===== config.mk =====
export PLATFORM = sky130hd
export DESIGN_NAME = fetch_unit
export DESIGN_NICKNAME = d
export VERILOG_FILES = /design/src/rtl/fetch_unit_pkg.sv /design/src/rtl/fetch_unit.sv
export SDC_FILE = /design/constraint.sdc
export NUM_CORES = 1
export LEC_CHECK = 0
export ABC_CLOCK_PERIOD_IN_PS = 1600
export BUFFER_PORTS_ARGS = -buffer_cell sky130_fd_sc_hd__buf_2
export CORE_MARGIN = 10
export CORE_UTILIZATION = 45
export DETAILED_ROUTE_END_ITERATION = 8
export PLACE_DENSITY = 0.8
export SKIP_LAST_GASP = 1
export SYNTH_ARGS = -nofsm -noshare
export SYNTH_HDL_FRONTEND = slang
export SYNTH_SLANG_ARGS = --single-unit

===== constraint.sdc =====
create_clock -name clk -period 1.6 [get_ports clk]
set_input_delay 0.16 -clock clk [delete_from_list [all_inputs] [get_ports clk]]
set_output_delay 0.16 -clock clk [all_outputs]
set_load 0.05 [all_outputs]

===== src/rtl/fetch_unit_pkg.sv =====
// Shared fetch/controller definitions: opcode field, fetch state encoding, width defaults.
package fetch_unit_pkg;

  localparam int FU_DATA_W = 8;
  localparam int FU_ADDR_W = 13;

  localparam logic [2:0] OPC_LDI = 3'b000;

  typedef enum logic [1:0] {
    S_OP   = 2'd0,
    S_DI   = 2'd1,
    S_HOLD = 2'd2
  } fetch_state_e;

  // Only the opcode field IR[3:1] decides the instruction length.
  function automatic logic is_two_word(input logic [3:0] op_lo);
    return op_lo[3:1] == OPC_LDI;
  endfunction

endpackage


===== src/rtl/fetch_unit.sv =====
// Instruction fetch stage: PC/IR/DI ownership, 1-/2-word fetch over req/ack, redirect handling.
// Optional FETCH_TIMEOUT_EN adds a sticky ack-timeout that stalls the stage until a jump.
module fetch_unit
  import fetch_unit_pkg::*;
#(
  parameter int DATA_W  = FU_DATA_W,
  parameter int ADDR_W  = FU_ADDR_W,
  parameter int TIMEOUT = 15
) (
  input  logic              clk,
  input  logic              rst,
  output logic              mem_req,
  output logic [ADDR_W-1:0] mem_addr,
  input  logic [DATA_W-1:0] mem_rdata,
  input  logic              mem_ack,
  output logic              instr_valid,
  input  logic              instr_ready,
  output logic [DATA_W-1:0] ir,
  output logic [DATA_W-1:0] di,
  output logic [ADDR_W-1:0] pc_next,
  input  logic              jump_en,
  input  logic [ADDR_W-1:0] jump_addr,
  output logic              fetch_err
);

  fetch_state_e      state_q, state_d;
  logic [ADDR_W-1:0] pc_q, pc_d;
  logic [ADDR_W-1:0] addr_q, addr_d;
  logic [DATA_W-1:0] ir_q, ir_d;
  logic [DATA_W-1:0] di_q, di_d;
  logic              req_q, req_d;
  logic              disc_q, disc_d;
  logic              stall;

`ifdef FETCH_TIMEOUT_EN
  localparam int TMO_W = $clog2(TIMEOUT + 1);
  logic [TMO_W-1:0] tmo_q, tmo_d;
  logic             err_q, err_d;
  logic             stall_q, stall_d;
  assign stall     = stall_q;
  assign fetch_err = err_q;
`else
  assign stall     = 1'b0;
  assign fetch_err = 1'b0;
`endif

  assign mem_req     = req_q;
  assign mem_addr    = addr_q;
  assign instr_valid = (state_q == S_HOLD) && !stall;
  assign ir          = ir_q;
  assign di          = di_q;
  assign pc_next     = pc_q;

  always_comb begin
    state_d = state_q;
    pc_d    = pc_q;
    addr_d  = addr_q;
    ir_d    = ir_q;
    di_d    = di_q;
    req_d   = req_q;
    disc_d  = disc_q;
    unique case (state_q)
      S_OP, S_DI: begin
        if (req_q) begin
          if (mem_ack) begin
            req_d  = 1'b0;
            disc_d = 1'b0;
            if (jump_en) begin
              pc_d    = jump_addr;
              state_d = S_OP;
            end else if (!disc_q) begin
              pc_d = pc_q + ADDR_W'(1);
              if (state_q == S_OP) begin
                ir_d = mem_rdata;
                if (is_two_word(mem_rdata[3:0])) begin
                  state_d = S_DI;
                end else begin
                  di_d    = '0;
                  state_d = S_HOLD;
                end
              end else begin
                di_d    = mem_rdata;
                state_d = S_HOLD;
              end
            end
          end else if (jump_en) begin
            // Request must complete on its old address; its data is dropped on arrival.
            disc_d  = 1'b1;
            pc_d    = jump_addr;
            state_d = S_OP;
          end
        end else if (jump_en) begin
          pc_d    = jump_addr;
          state_d = S_OP;
        end else begin
          req_d  = 1'b1;
          addr_d = pc_q;
        end
      end
      S_HOLD: begin
        if (jump_en) begin
          pc_d    = jump_addr;
          state_d = S_OP;
        end else if (instr_valid && instr_ready) begin
          state_d = S_OP;
        end
      end
      default: state_d = S_OP;
    endcase

`ifdef FETCH_TIMEOUT_EN
    tmo_d   = tmo_q;
    err_d   = err_q;
    stall_d = stall_q;
    if (!req_q)        tmo_d = '0;
    else if (!mem_ack) tmo_d = tmo_q + TMO_W'(1);
    if (req_q && !mem_ack && !jump_en && (tmo_q == TMO_W'(TIMEOUT - 1))) begin
      err_d   = 1'b1;
      req_d   = 1'b0;
      disc_d  = 1'b0;
      stall_d = 1'b1;
      state_d = S_HOLD;
    end
    if (jump_en) stall_d = 1'b0;
`endif
  end

  always_ff @(posedge clk) begin
    if (!rst) begin
      state_q <= S_OP;
      pc_q    <= '0;
      addr_q  <= '0;
      ir_q    <= '0;
      di_q    <= '0;
      req_q   <= 1'b0;
      disc_q  <= 1'b0;
    end else begin
      state_q <= state_d;
      pc_q    <= pc_d;
      addr_q  <= addr_d;
      ir_q    <= ir_d;
      di_q    <= di_d;
      req_q   <= req_d;
      disc_q  <= disc_d;
    end
  end

`ifdef FETCH_TIMEOUT_EN
  always_ff @(posedge clk) begin
    if (!rst) begin
      tmo_q   <= '0;
      err_q   <= 1'b0;
      stall_q <= 1'b0;
    end else begin
      tmo_q   <= tmo_d;
      err_q   <= err_d;
      stall_q <= stall_d;
    end
  end
`endif

endmodule


### Yosys cells after proc, flatten, opt, wreduce, memory -nomap -nowiden

Cells that the tools add are included.

| storage, ports and cells | value |
|---|---|
| register bits after elaboration | 46 |
| logic and storage cells | 51 |

| cells by class | value |
|---|---|
| add/subtract/negate cells | 1 |
| equal/unequal tests | 5 |
| mux-type cells | 23 |
| bitwise operators | 3 |
| reduce and logical (&&, ||, !) cells | 12 |

Operators with widths:

| kind | number |
|---|---|
| 13-bit two-way mux | 5 |
| 13-bit one-hot mux with 2 select lines | 1 |
| 2-bit two-way mux | 9 |
| 8-bit two-way mux | 2 |
| 13-bit by 1-bit adder with 13-bit output (second input constant) | 1 |
| 6-bit AND reduction | 2 |
| 3-bit AND reduction | 2 |
| 1-bit two-way mux | 5 |
| 5-bit inequality test (second input constant) | 1 |
| 2-bit one-hot mux with 2 select lines | 1 |
| 2-bit AND reduction | 2 |
| 2-bit nonzero test | 2 |
| 3-bit zero test | 1 |
| 3-bit by 1-bit inequality test with 1-bit output (second input constant) | 1 |
| 1-bit inverter | 3 |
| 2-bit by 1-bit equality test with 1-bit output (second input constant) | 1 |
| 2-bit equality test (second input constant) | 1 |
| 2-bit zero test | 1 |
| 2-bit inequality test (second input constant) | 1 |
| 2-bit OR reduction | 1 |
| 1-bit logical AND | 1 |

### Longest topological paths before layout

Gate-level depths: netlist of the first run.

| depth | value |
|---|---|
| depth in word-level cells | 8 |
| mapped depth | 7 |
| depth with buffers taken out | 6 |

### Least setup slack after synthesis of the first run

No wires, ideal clock.

| path | value |
|---|---|
| path kind | reg-to-reg |
| start | register req_q, in the netlist mem_req |
| end | register pc_q[9], in the netlist pc_next[9] |
| library setup time | 114 ps |
| arrival | 1884 ps |
| required time | 1486 ps |
| slack | -398 ps |
| stages on the path, launching flop included | 6 |
| buffers on the path | 1 |
| clock period less this slack | 1998 ps |
| cell sequence | dfxtp_1 nand2_2 buf_6 or3_4 o41a_1 a21o_1 |

| between the ends | value |
|---|---|
| cells in the longest elaborated chain, start to end | 2 |

Ends and longest elaborated chain:

| what | line | RTL |
|---|---|---|
| from (decl) | fetch_unit.sv:31 | `logic req_q, req_d;` |
| from (signal assigned) | fetch_unit.sv:143 | `req_q <= req_d;` |
| 5-bit inequality test (no source line) / 13-bit two-way mux (equally long branches) | - |  |
| 2-bit AND reduction (no source line) / 13-bit one-hot mux with 2 select lines (equally long branches) | - |  |
| to (signal assigned) | fetch_unit.sv:139 | `pc_q <= pc_d;` |
| to (decl) | fetch_unit.sv:27 | `logic [ADDR_W-1:0] pc_q, pc_d;` |

Several ways; a longest one is shown, not always the timed one.
A chain may end at the register's enable or synchronous reset.

### Final worst setup path of the first run

| path | value |
|---|---|
| start | register state_q[1] |
| end | register pc_q[9], in the netlist pc_next[9] |

| between the ends | value |
|---|---|
| cells in the longest elaborated chain, start to end | 4 |

Ends and longest elaborated chain:

| what | line | RTL |
|---|---|---|
| from (decl) | fetch_unit.sv:26 | `fetch_state_e state_q, state_d;` |
| from (signal assigned) | fetch_unit.sv:138 | `state_q <= state_d;` |
| 2-bit by 1-bit equality test with 1-bit output / 2-bit zero test (equally long branches) | fetch_unit.sv:62 | `unique case (state_q)` |
| 2-bit OR reduction | fetch_unit.sv:62 |  |
| 5-bit inequality test (no source line) / 2-bit nonzero test (equally long branches) | - |  |
| 2-bit AND reduction (no source line) | - |  |

Several ways; a longest one is shown, not always the timed one.

==> metrics.md, run 1 <==
| Metric | Value |
|---|---|
| Result of the run | `completed` |
| Total DRC errors in the routed layout | `0` |
| Type of the setup path with the least slack | `flip-flop to flip-flop` |
| Power share of the clock group | `29.9%` |
| Number of endpoints failing setup at the final stage | `0` |
| Pre-CTS setup slack | `0.04649 ns` |
| End point of the most critical hold path | `pc_next[4]` |
| Depth of the CTS H-tree | `2` |
| Largest net degree at the start of global routing | `22` |
| Leak pwr | `1.240 nW` |
| Mapped Avg Cell Area | `8.522 um^2` |
| Total instance count after detailed placement | `401` |
| Register bit count reported by yosys | `46` |
| Crit path cell chain | `nor2b_1 > buf_4 > or3_4 > o41a_1 > a21o_1` |
| Fraction of final layout cells with drive strength greater than 1 | `38.11%` |
| Drt initial violations | `272` |
| Clock-pin slew on the worst setup and hold paths | `0.08 ns` |
| Cell type of the slowest stage on the worst timing path | `sky130_fd_sc_hd__or3_4` |
| Cell types with the largest area share after synthesis | `sky130_fd_sc_hd__dfxtp_1, sky130_fd_sc_hd__nand2_1, sky130_fd_sc_hd__a21boi_0, sky130_fd_sc_hd__nor2b_1, sky130_fd_sc_hd__mux2i_1` |
| Worst R2R End | `pc_next[9]` |
| Most common cell after layout, fill and taps aside | `sky130_fd_sc_hd__buf_2` |
| Number of enable-type register cells in the synthesized netlist | `0` |
| Setup ws final | `0.04997 ns` |
| Peak supply drop | `436.9 uV` |
| Highest-count cells in the layout ignoring fill and taps | `sky130_fd_sc_hd__buf_2, sky130_fd_sc_hd__nand2_1, sky130_fd_sc_hd__dfxtp_1` |
| Worst hold stages | `3` |
| Netlist area before placement | `2207 um^2` |
| Required time reported for the critical path endpoint | `1.79 ns` |
| Clock tree from TritonCTS | `done` |
| Clock sink count | `46` |
| Number of cells in the finished layout apart from fillers | `416` |
| Antenna violation net count after detailed routing | `0` |
| Starting Density | `46.73%` |
| Yosys top cell area share | `41.72%` |
| Detailed-route via count | `2276` |
| Placer's final routability congestion estimate | `0.9290` |
| Peak per-stage delay on the critical path | `0.38 ns` |
| Net Count, Synth | `286` |
| Width of the die | `90.04 um` |
| Launch point of the worst reg-to-reg path | `state_q[1]` |
| Final instance area | `2952 um^2` |
| DR pass1 iterations | `4` |
| Post-Syn Instances | `259` |
| Element type at the critical path end | `flip-flop` |
| Setup slack on the worst flop-to-flop path | `0.05 ns` |
| Count of filler cells inserted in the layout | `390` |
| Routed vias/inst | `5.471` |
| Total count of max-transition violations in the final report | `0` |
| Net load switching power | `0.0007236 W` |
| Number of hold violations in the final report | `0` |
| Data arrival time of the worst path | `1.74 ns` |
| Sequential-to-total area share from yosys stat | `41.72%` |
| Sequential share of power | `51.0%` |
| Setup Skew | `0.003496 ns` |
| Worst hold start | `jump_addr[4]` |
| Distinct cell type count after synthesis | `47` |
| Cell chosen for the clock root | `sky130_fd_sc_hd__clkbuf_8` |
| Number of global-route vias before repair | `2203` |
| Wire length of the first global-routing pass | `10550 um` |
| Combinational power share | `19.1%` |
| I/O pin cnt | `71` |
| Global-route congestion overflow total | `0` |
| Buffers added on ports | `69` |
| Critical path buffer and inverter count | `1` |
| Kind of start point of the critical path | `flip-flop` |
| Crit-path leading delay family | `simple AND/OR/NAND/NOR gates` |
| Footprint of the multi-input gates | `1232 um^2` |
| Die height | `90.04 um` |
| Placeable Area | `4723 um^2` |
| Diodes inserted | `0` |
| Proportion of synthesized flip-flops having asynchronous set or reset | `0%` |
| Number of stages on the worst setup path | `5` |
| CP Launch Point | `state_q[1]` |
| Unrepaired setup endpoints after global routing | `yes` |
| Library cell occupying the most area in the post-synthesis netlist | `sky130_fd_sc_hd__dfxtp_1` |
| Largest buffer count on any clock path | `2` |
| Tmin final | `1.550 ns` |
| All-layer global routing usage | `15.35%` |
| Cell row count | `25` |
| Primary flip-flop cell chosen by synthesis mapping | `sky130_fd_sc_hd__dfxtp_1` |
| Period utilization | `96.88%` |
| WL/cell | `15.80 um` |
| Initial antenna violation count | `0` |
| Wirelength, routed | `6572 um` |
| Inserted Clock Buffers | `5` |
| Instance area after placement | `2761 um^2` |
| # Max-Cap Violations | `0` |
| Share of total power consumed by net switching | `30.00%` |
| Worst skew pair latency | `0.29 ns` |
| Worst Hold Class | `primary input to flip-flop` |
| Final standard cell utilization of the core | `62.49%` |
| Number of nets in the finished design | `375` |
| Highest achievable clock rate | `645.1 MHz` |
| Growth of design area from synthesis to finish | `33.73%` |
| Power per cell area | `817.1 nW/um^2` |
| Synth warnings | `0` |
| Post-CTS Hold Buffers | `0` |
| Footprint of the flip-flops and latches | `942.2 um^2` |
| Logic depth of the worst register-to-register path | `5` |
| Critical Path Fanout Max | `5` |
| HPWL after detailed placement | `4836 um` |
| Total die area | `8106 um^2` |
| Internal cell power | `0.001688 W` |
[power by group through the flow]
stage	Combinational [W]	Clock, W	Sequential (W)
floorplan	0.000168	0	0.00139
global placement	0.000442	0	0.00125
detailed placement	0.000448	0	0.00125
CTS	0.000451	0.000738	0.00123
global route	0.000495	0.000785	0.00124
finish	0.000460	0.000722	0.00123
[worst max path at each step]
stage | end | slack [ns]
after floorplan | pc_next[9] | 0.004
final | pc_next[9] | 0.05
after CTS | pc_next[12] | 0.03
after detailed placement | pc_next[12] | 0.05
after global routing | pc_next[12] | -0.02
after global placement | pc_next[7] | 0.07
[through the flow]
stage	TNS, ns	hold WS [ns]	total power [W]
after global placement	0	0.4333	0.001694
final	0	0.1371	0.002412
after CTS	0	0.1364	0.002417
after global routing	-0.02825	0.1496	0.002517
after detailed placement	0	0.4453	0.001703
after floorplan	0	0.3295	0.001560
[tightest hold or removal path, stage by stage]
cell and delay, ns:
sky130_fd_sc_hd__buf_2 0.08, sky130_fd_sc_hd__a32oi_1 0.05, sky130_fd_sc_hd__o21bai_1 0.12
[synthesized netlist by cell type (2+ instances only)]
cell type                  count
sky130_fd_sc_hd__a21boi_0     16
sky130_fd_sc_hd__a21o_1        2
sky130_fd_sc_hd__a21oi_1       9
sky130_fd_sc_hd__a22oi_1      12
sky130_fd_sc_hd__a31oi_1       4
sky130_fd_sc_hd__a32oi_1       4
sky130_fd_sc_hd__and2_1        3
sky130_fd_sc_hd__buf_4         2
sky130_fd_sc_hd__buf_6         2
sky130_fd_sc_hd__clkbuf_1     13
sky130_fd_sc_hd__dfxtp_1      46
sky130_fd_sc_hd__inv_1         4
sky130_fd_sc_hd__mux2i_1      10
sky130_fd_sc_hd__nand2_1      40
sky130_fd_sc_hd__nand2b_1      2
sky130_fd_sc_hd__nand3_1       5
sky130_fd_sc_hd__nor2_1       14
sky130_fd_sc_hd__nor2b_1      19
sky130_fd_sc_hd__nor3_1        5
sky130_fd_sc_hd__nor4_1        3
sky130_fd_sc_hd__o211ai_1      2
sky130_fd_sc_hd__o21a_1        4
sky130_fd_sc_hd__o21ai_0      11
sky130_fd_sc_hd__o221a_2       2
sky130_fd_sc_hd__o22ai_1       2
sky130_fd_sc_hd__or3_1         2
[state kept, by name, summed over array words and instances, names as in the netlist]
name and flops:
disc_q 1, di 8, state_q 2, mem_addr 13, ir 8, pc_next 13, mem_req 1
[layer usage]
layer	part of all wire (%)	global-route usage [%]	vias to the layer above
li1	-	-	1103
met1	39	17.54	1082
met2	53	27.18	83
met3	6.1	3.076	8
met4	1.7	6.233	0
met5	0	0	-
[cell type report]
| class | instances | area share, % |
|---|---|---|
| multi-input cells | 192 | 41.75 |
| flip-flops and latches | 46 | 31.92 |
| repair buffers | 99 | 19.88 |
| clock buffers | 7 | 2.925 |
| well taps | 67 | 2.840 |
| inverters | 4 | 0.5087 |
| clock inverters | 1 | 0.1696 |
[repair_timing]
action / in CTS / in global routing
gates resized for setup: 0 / 10
endpoints found under the setup margin: 0 / 10
setup buffers: 0 / 6
[kinds of logic (layout without fill, tap and decap cells)]
kind of cell             after synthesis  in the layout  share of synthesized area (%)
adder cells (fa/ha/maj)                1              1                         0.5668
AND/OR/NAND/NOR                      104            104                          23.75
buffers and inverters                 21            111                          4.592
flip-flops                            46             46                          41.72
AO/OA/AOI/OAI                         76             76                          24.66
multiplexers                          10             10                          4.535
other                                  1              1                         0.1699
Note: power is estimated with default switching activity, not from simulation.
==> inputs of run 2 (changes only) <==
- CAP_MARGIN: unset -> 10
- PLACE_DENSITY: 0.8 -> 0.86
==> metrics.md, run 2 (synthesized netlist as in run 1, its figures left out) <==
| Metric | Value |
|---|---|
| Result of the run | `finished, violations left (was completed)` |
| Violated checks | `setup timing` |
| Tot Pwr | `0.002424 W (was 0.002412 W)` |
| Worst hold stages | `4 (was 3)` |
| Setup ws final | `-0.02699 ns (was 0.04997 ns)` |
| DR pass1 iterations | `4 (unchanged)` |
| Total DRC errors in the routed layout | `0 (unchanged)` |
| Highest achievable clock rate | `614.6 MHz (was 645.1 MHz)` |
| Initial antenna violation count | `0 (unchanged)` |
| Starting Density | `46.73% (unchanged)` |
| Detailed-route via count | `2241 (was 2276)` |
| Count of filler cells inserted in the layout | `412 (was 390)` |
| HPWL after detailed placement | `4692 um (was 4836 um)` |
| Total die area | `8106 um^2 (unchanged)` |
| Clock tree from TritonCTS | `done (unchanged)` |
| Number of endpoints failing setup at the final stage | `1 (was 0)` |
| Final instance area | `2902 um^2 (was 2952 um^2)` |
| Instance area after placement | `2754 um^2 (was 2761 um^2)` |
| Worst skew pair latency | `0.30 ns (was 0.29 ns)` |
| Worst setup path endpoint | `pc_next[12] (was pc_next[9])` |
| Logic depth of the worst register-to-register path | `5 (unchanged)` |
| Leak pwr | `1.218 nW (was 1.240 nW)` |
| Number of nets in the finished design | `371 (was 375)` |
| WL/cell | `15.82 um (was 15.80 um)` |
| Inserted Clock Buffers | `5 (unchanged)` |
| Most common cell after layout, fill and taps aside | `sky130_fd_sc_hd__buf_2 (unchanged)` |
| Clock-pin slew on the worst setup and hold paths | `0.09 ns (was 0.08 ns)` |
| Unrepaired setup endpoints after global routing | `yes (unchanged)` |
| Wire length of the first global-routing pass | `10280 um (was 10550 um)` |
| Buffers added on ports | `69 (unchanged)` |
| Data arrival time of the worst path | `1.83 ns (was 1.74 ns)` |
| Largest buffer count on any clock path | `2 (unchanged)` |
| Post-route setup TNS | `-0.02699 ns (was 0 ns)` |
| Placeable Area | `4723 um^2 (unchanged)` |
| I/O pin cnt | `71 (unchanged)` |
| Depth of the CTS H-tree | `2 (unchanged)` |
| Total count of max-transition violations in the final report | `0 (unchanged)` |
| Worst R2R End | `pc_next[12] (was pc_next[9])` |
| Period utilization | `101.7% (was 96.88%)` |
| Element type at the critical path end | `flip-flop (unchanged)` |
| Number of cells in the finished layout apart from fillers | `412 (was 416)` |
| Largest net degree at the start of global routing | `27 (was 22)` |
| Setup Skew | `0.006908 ns (was 0.003496 ns)` |
| Number of hold violations in the final report | `0 (unchanged)` |
| Type of the setup path with the least slack | `flip-flop to flip-flop (unchanged)` |
| Required time reported for the critical path endpoint | `1.80 ns (was 1.79 ns)` |
| Pre-CTS setup slack | `0.02858 ns (was 0.04649 ns)` |
| Growth of design area from synthesis to finish | `31.46% (was 33.73%)` |
| Power per cell area | `835.3 nW/um^2 (was 817.1 nW/um^2)` |
| Wirelength, routed | `6517 um (was 6572 um)` |
| Critical Path Fanout Max | `6 (was 5)` |
| Global-route congestion overflow total | `0 (unchanged)` |
| Routed vias/inst | `5.439 (was 5.471)` |
| Kind of start point of the critical path | `flip-flop (unchanged)` |
| Setup slack on the worst flop-to-flop path | `-0.03 ns (was 0.05 ns)` |
| Cell row count | `25 (unchanged)` |
| Drt initial violations | `221 (was 272)` |
| Cell chosen for the clock root | `sky130_fd_sc_hd__clkbuf_8 (unchanged)` |
| Clock sink count | `46 (unchanged)` |
| Worst Hold Class | `primary input to flip-flop (unchanged)` |
| Tmin final | `1.627 ns (was 1.550 ns)` |
| Diodes inserted | `0 (unchanged)` |
| Highest-count cells in the layout ignoring fill and taps | `sky130_fd_sc_hd__buf_2, sky130_fd_sc_hd__nand2_1, sky130_fd_sc_hd__dfxtp_1 (unchanged)` |
| Number of global-route vias before repair | `2126 (was 2203)` |
| Launch point of the worst reg-to-reg path | `pc_next[4] (was state_q[1])` |
| Peak supply drop | `451.5 uV (was 436.9 uV)` |
| Antenna violation net count after detailed routing | `0 (unchanged)` |
| Placer's final routability congestion estimate | `0.8610 (was 0.9290)` |
| CP Launch Point | `pc_next[4] (was state_q[1])` |
| All-layer global routing usage | `14.82% (was 15.35%)` |
| Post-CTS Hold Buffers | `0 (unchanged)` |
| Fraction of final layout cells with drive strength greater than 1 | `35.65% (was 38.11%)` |
| Width of the die | `90.04 um (unchanged)` |
| Die height | `90.04 um (unchanged)` |
| Total instance count after detailed placement | `400 (was 401)` |
| # Max-Cap Violations | `0 (unchanged)` |
==> run 2: critical path, cell delays in order (launching register included) <==
cell and delay [ns]:
sky130_fd_sc_hd__dfxtp_2 0.38, sky130_fd_sc_hd__nand2_1 0.21, sky130_fd_sc_hd__nor3_2 0.26, sky130_fd_sc_hd__mux2i_1 0.26, sky130_fd_sc_hd__a31oi_1 0.15, sky130_fd_sc_hd__o221a_2 0.26
==> run 2: cell type report <==
cell class	instances	area [um^2]	area share (%)
clock inverter	2	11.26	0.3881
clock buffer	6	82.58	2.846
inverter	4	15.01	0.5175
timing repair buffer	95	556.8	19.19
sequential	46	942.2	32.47
tap	67	83.83	2.889
multi-input combinational	192	1210	41.70
==> run 2: per-stage QoR <==
| step | utilization, % | hold WS, ns |
|---|---|---|
| floorplan | - | 0.3295 |
| global placement | 58.30 | 0.4329 |
| detailed placement | 58.30 | 0.4467 |
| CTS | 60.40 | 0.1291 |
| global route | 61.43 | 0.1470 |
| finish | 61.43 | 0.1304 |
==> run 2: report_power, final <==
group	switching [W]	internal, W
Combinational	0.000306	0.000147
Clock	0.000392	0.000349
Sequential	0.0000428	0.00119
==> run 2: worst min-delay path by stage <==
stage            startpoint          to
5_1_grt        mem_rdata[4]       ir[4]
2_1_floorplan  mem_rdata[0]       ir[0]
3_3_place_gp    instr_ready  state_q[1]
4_1_cts         instr_ready  state_q[1]
6_report        instr_ready  state_q[1]
3_5_place_dp   mem_rdata[6]       ir[6]
==> run 2: per-layer routing <==
metal | GRT usage (%) | vias up | wire length, um | share of wire, %
met5 | 0 | - | 0 | 0
met4 | 5.305 | 0 | 109 | 1.7
met3 | 3.658 | 13 | 377 | 5.8
met2 | 27.00 | 59 | 3419 | 52
met1 | 16.17 | 1075 | 2611 | 40
li1 | - | 1094 | - | -
==> run 2: timing repair <==
item / 4_1_cts / 5_1_grt
gates cloned: 0 / 0
setup endpoints to repair: 1 / 7
pin swaps: 0 / 1
buffers inserted: 0 / 4
resized for setup: 1 / 4
==> inputs of run 3 (changes only) <==
- CORE_ASPECT_RATIO: unset -> 0.9
==> metrics.md, run 3 (synthesized netlist as in run 1, its figures left out) <==
| Metric | Value |
|---|---|
| Die height | `86.44 um (was 90.04 um)` |
| Element type at the critical path end | `flip-flop (unchanged)` |
| I/O pin cnt | `71 (unchanged)` |
| Most common cell after layout, fill and taps aside | `sky130_fd_sc_hd__buf_2 (unchanged)` |
| Initial antenna violation count | `0 (unchanged)` |
| Clock sink count | `46 (unchanged)` |
| Clock-pin slew on the worst setup and hold paths | `0.08 ns (was 0.09 ns)` |
| Buffers added on ports | `69 (unchanged)` |
| Violated checks | `setup timing (unchanged)` |
| Type of the setup path with the least slack | `flip-flop to flip-flop (unchanged)` |
| Critical Path Fanout Max | `11 (was 6)` |
| Global-route congestion overflow total | `0 (unchanged)` |
| Highest achievable clock rate | `624.0 MHz (was 614.6 MHz)` |
| Depth of the CTS H-tree | `2 (unchanged)` |
| Placer's final routability congestion estimate | `0.9151 (was 0.8610)` |
| Detailed-route via count | `2203 (was 2241)` |
| # Max-Cap Violations | `0 (unchanged)` |
| Unrepaired setup endpoints after global routing | `yes (unchanged)` |
| Period utilization | `100.2% (was 101.7%)` |
| Worst Hold Class | `primary input to flip-flop (unchanged)` |
| WL/cell | `16.51 um (was 15.82 um)` |
| Highest-count cells in the layout ignoring fill and taps | `sky130_fd_sc_hd__buf_2, sky130_fd_sc_hd__nand2_1, sky130_fd_sc_hd__dfxtp_1 (unchanged)` |
| Placeable Area | `4805 um^2 (was 4723 um^2)` |
| Antenna violation net count after detailed routing | `0 (unchanged)` |
| Setup ws final | `-0.002479 ns (was -0.02699 ns)` |
| DR pass1 iterations | `5 (was 4)` |
| Largest buffer count on any clock path | `2 (unchanged)` |
| Power per cell area | `845.7 nW/um^2 (was 835.3 nW/um^2)` |
| Post-CTS Hold Buffers | `0 (unchanged)` |
| Number of endpoints failing setup at the final stage | `1 (unchanged)` |
| Total DRC errors in the routed layout | `0 (unchanged)` |
| Kind of start point of the critical path | `flip-flop (unchanged)` |
| Data arrival time of the worst path | `1.80 ns (was 1.83 ns)` |
| Tot Pwr | `0.002422 W (was 0.002424 W)` |
| Wirelength, routed | `6719 um (was 6517 um)` |
| Total die area | `8110 um^2 (was 8106 um^2)` |
| Cell chosen for the clock root | `sky130_fd_sc_hd__clkbuf_8 (unchanged)` |
| Tmin final | `1.602 ns (was 1.627 ns)` |
| Setup Skew | `0.005441 ns (was 0.006908 ns)` |
| Number of hold violations in the final report | `0 (unchanged)` |
| Width of the die | `93.82 um (was 90.04 um)` |
| Clock tree from TritonCTS | `done (unchanged)` |
| Routed vias/inst | `5.413 (was 5.439)` |
| Peak supply drop | `417.2 uV (was 451.5 uV)` |
| Number of global-route vias before repair | `2242 (was 2126)` |
| Required time reported for the critical path endpoint | `1.80 ns (about the same)` |
| Largest net degree at the start of global routing | `21 (was 27)` |
| Fraction of final layout cells with drive strength greater than 1 | `35.38% (was 35.65%)` |
| HPWL after detailed placement | `4979 um (was 4692 um)` |
| Total count of max-transition violations in the final report | `0 (unchanged)` |
| Final instance area | `2864 um^2 (was 2902 um^2)` |
| Starting Density | `45.94% (was 46.73%)` |
| Instance area after placement | `2744 um^2 (was 2754 um^2)` |
| Leak pwr | `1.199 nW (was 1.218 nW)` |
| Inserted Clock Buffers | `5 (unchanged)` |
| Worst skew pair latency | `0.30 ns (about the same)` |
| Diodes inserted | `0 (unchanged)` |
| Drt initial violations | `139 (was 221)` |
| All-layer global routing usage | `15.88% (was 14.82%)` |
| Wire length of the first global-routing pass | `10540 um (was 10280 um)` |
| Result of the run | `finished, violations left (unchanged)` |
| Cell row count | `24 (was 25)` |
| Number of nets in the finished design | `368 (was 371)` |
| Growth of design area from synthesis to finish | `29.76% (was 31.46%)` |
## run 3: metal layers
metal,track usage [%],part of all wire (%)
met1,16.94,40
met2,28.63,51
met3,4.062,6.0
met4,7.310,2.8
met5,0,0
## run 3: layout make-up
| class | count | area (um^2) |
|---|---|---|
| tap | 65 | 81.33 |
| multi-input combinational | 192 | 1205 |
| inverter | 4 | 15.01 |
| clock buffer | 8 | 90.09 |
| timing repair buffer | 92 | 530.5 |
| sequential | 46 | 942.2 |
| fill | 430 | 1941 |
## run 3: path summary, 6_finish.rpt
kind	start	to	slack, ns	cells past startpoint
setup / recovery	state_q[1]	pc_next[9]	-0.002	6
hold / removal	mem_rdata[5]	ir[5]	0.14	3
setup reg to reg	state_q[1]	pc_next[9]	-0.002	6
hold reg to reg	mem_addr[11]	mem_addr[11]	0.46	2
## run 3: metrics by stage
stage	worst slack [ns]	cells	utilization [%]	TNS [ns]	hold WS, ns
after CTS	0.004691	405	59.01	0	0.1286
after global routing	-0.05990	407	59.61	-0.2082	0.1517
after detailed placement	0.03338	397	57.11	0	0.4509
after global placement	0.08515	397	57.11	0	0.4309
after floorplan	0.004137	259	-	0	0.3295
final	-0.002479	407	59.61	-0.002479	0.1362
## run 3: critical path, stage by stage, from the launching register on
cell,delay (ns)
sky130_fd_sc_hd__dfxtp_1,0.33
sky130_fd_sc_hd__buf_4,0.18
sky130_fd_sc_hd__nor2_2,0.06
sky130_fd_sc_hd__a32o_2,0.35
sky130_fd_sc_hd__a32oi_1,0.24
sky130_fd_sc_hd__o21ai_0,0.16
sky130_fd_sc_hd__a21o_1,0.19
## run 3: what timing repair did
action | 4_1_cts | 5_1_grt
setup endpoints to repair | 1 | 12
buffers inserted | 0 | 2
pin swaps | 0 | 2
cloned | 0 | 0
resized for setup | 1 | 4
## run 3: where the power goes
part	internal [W]	total (W)	switching (W)
combinational	0.000146	0.000451	0.000305
sequential	0.00119	0.00123	0.0000425
clock	0.000353	0.000741	0.000388
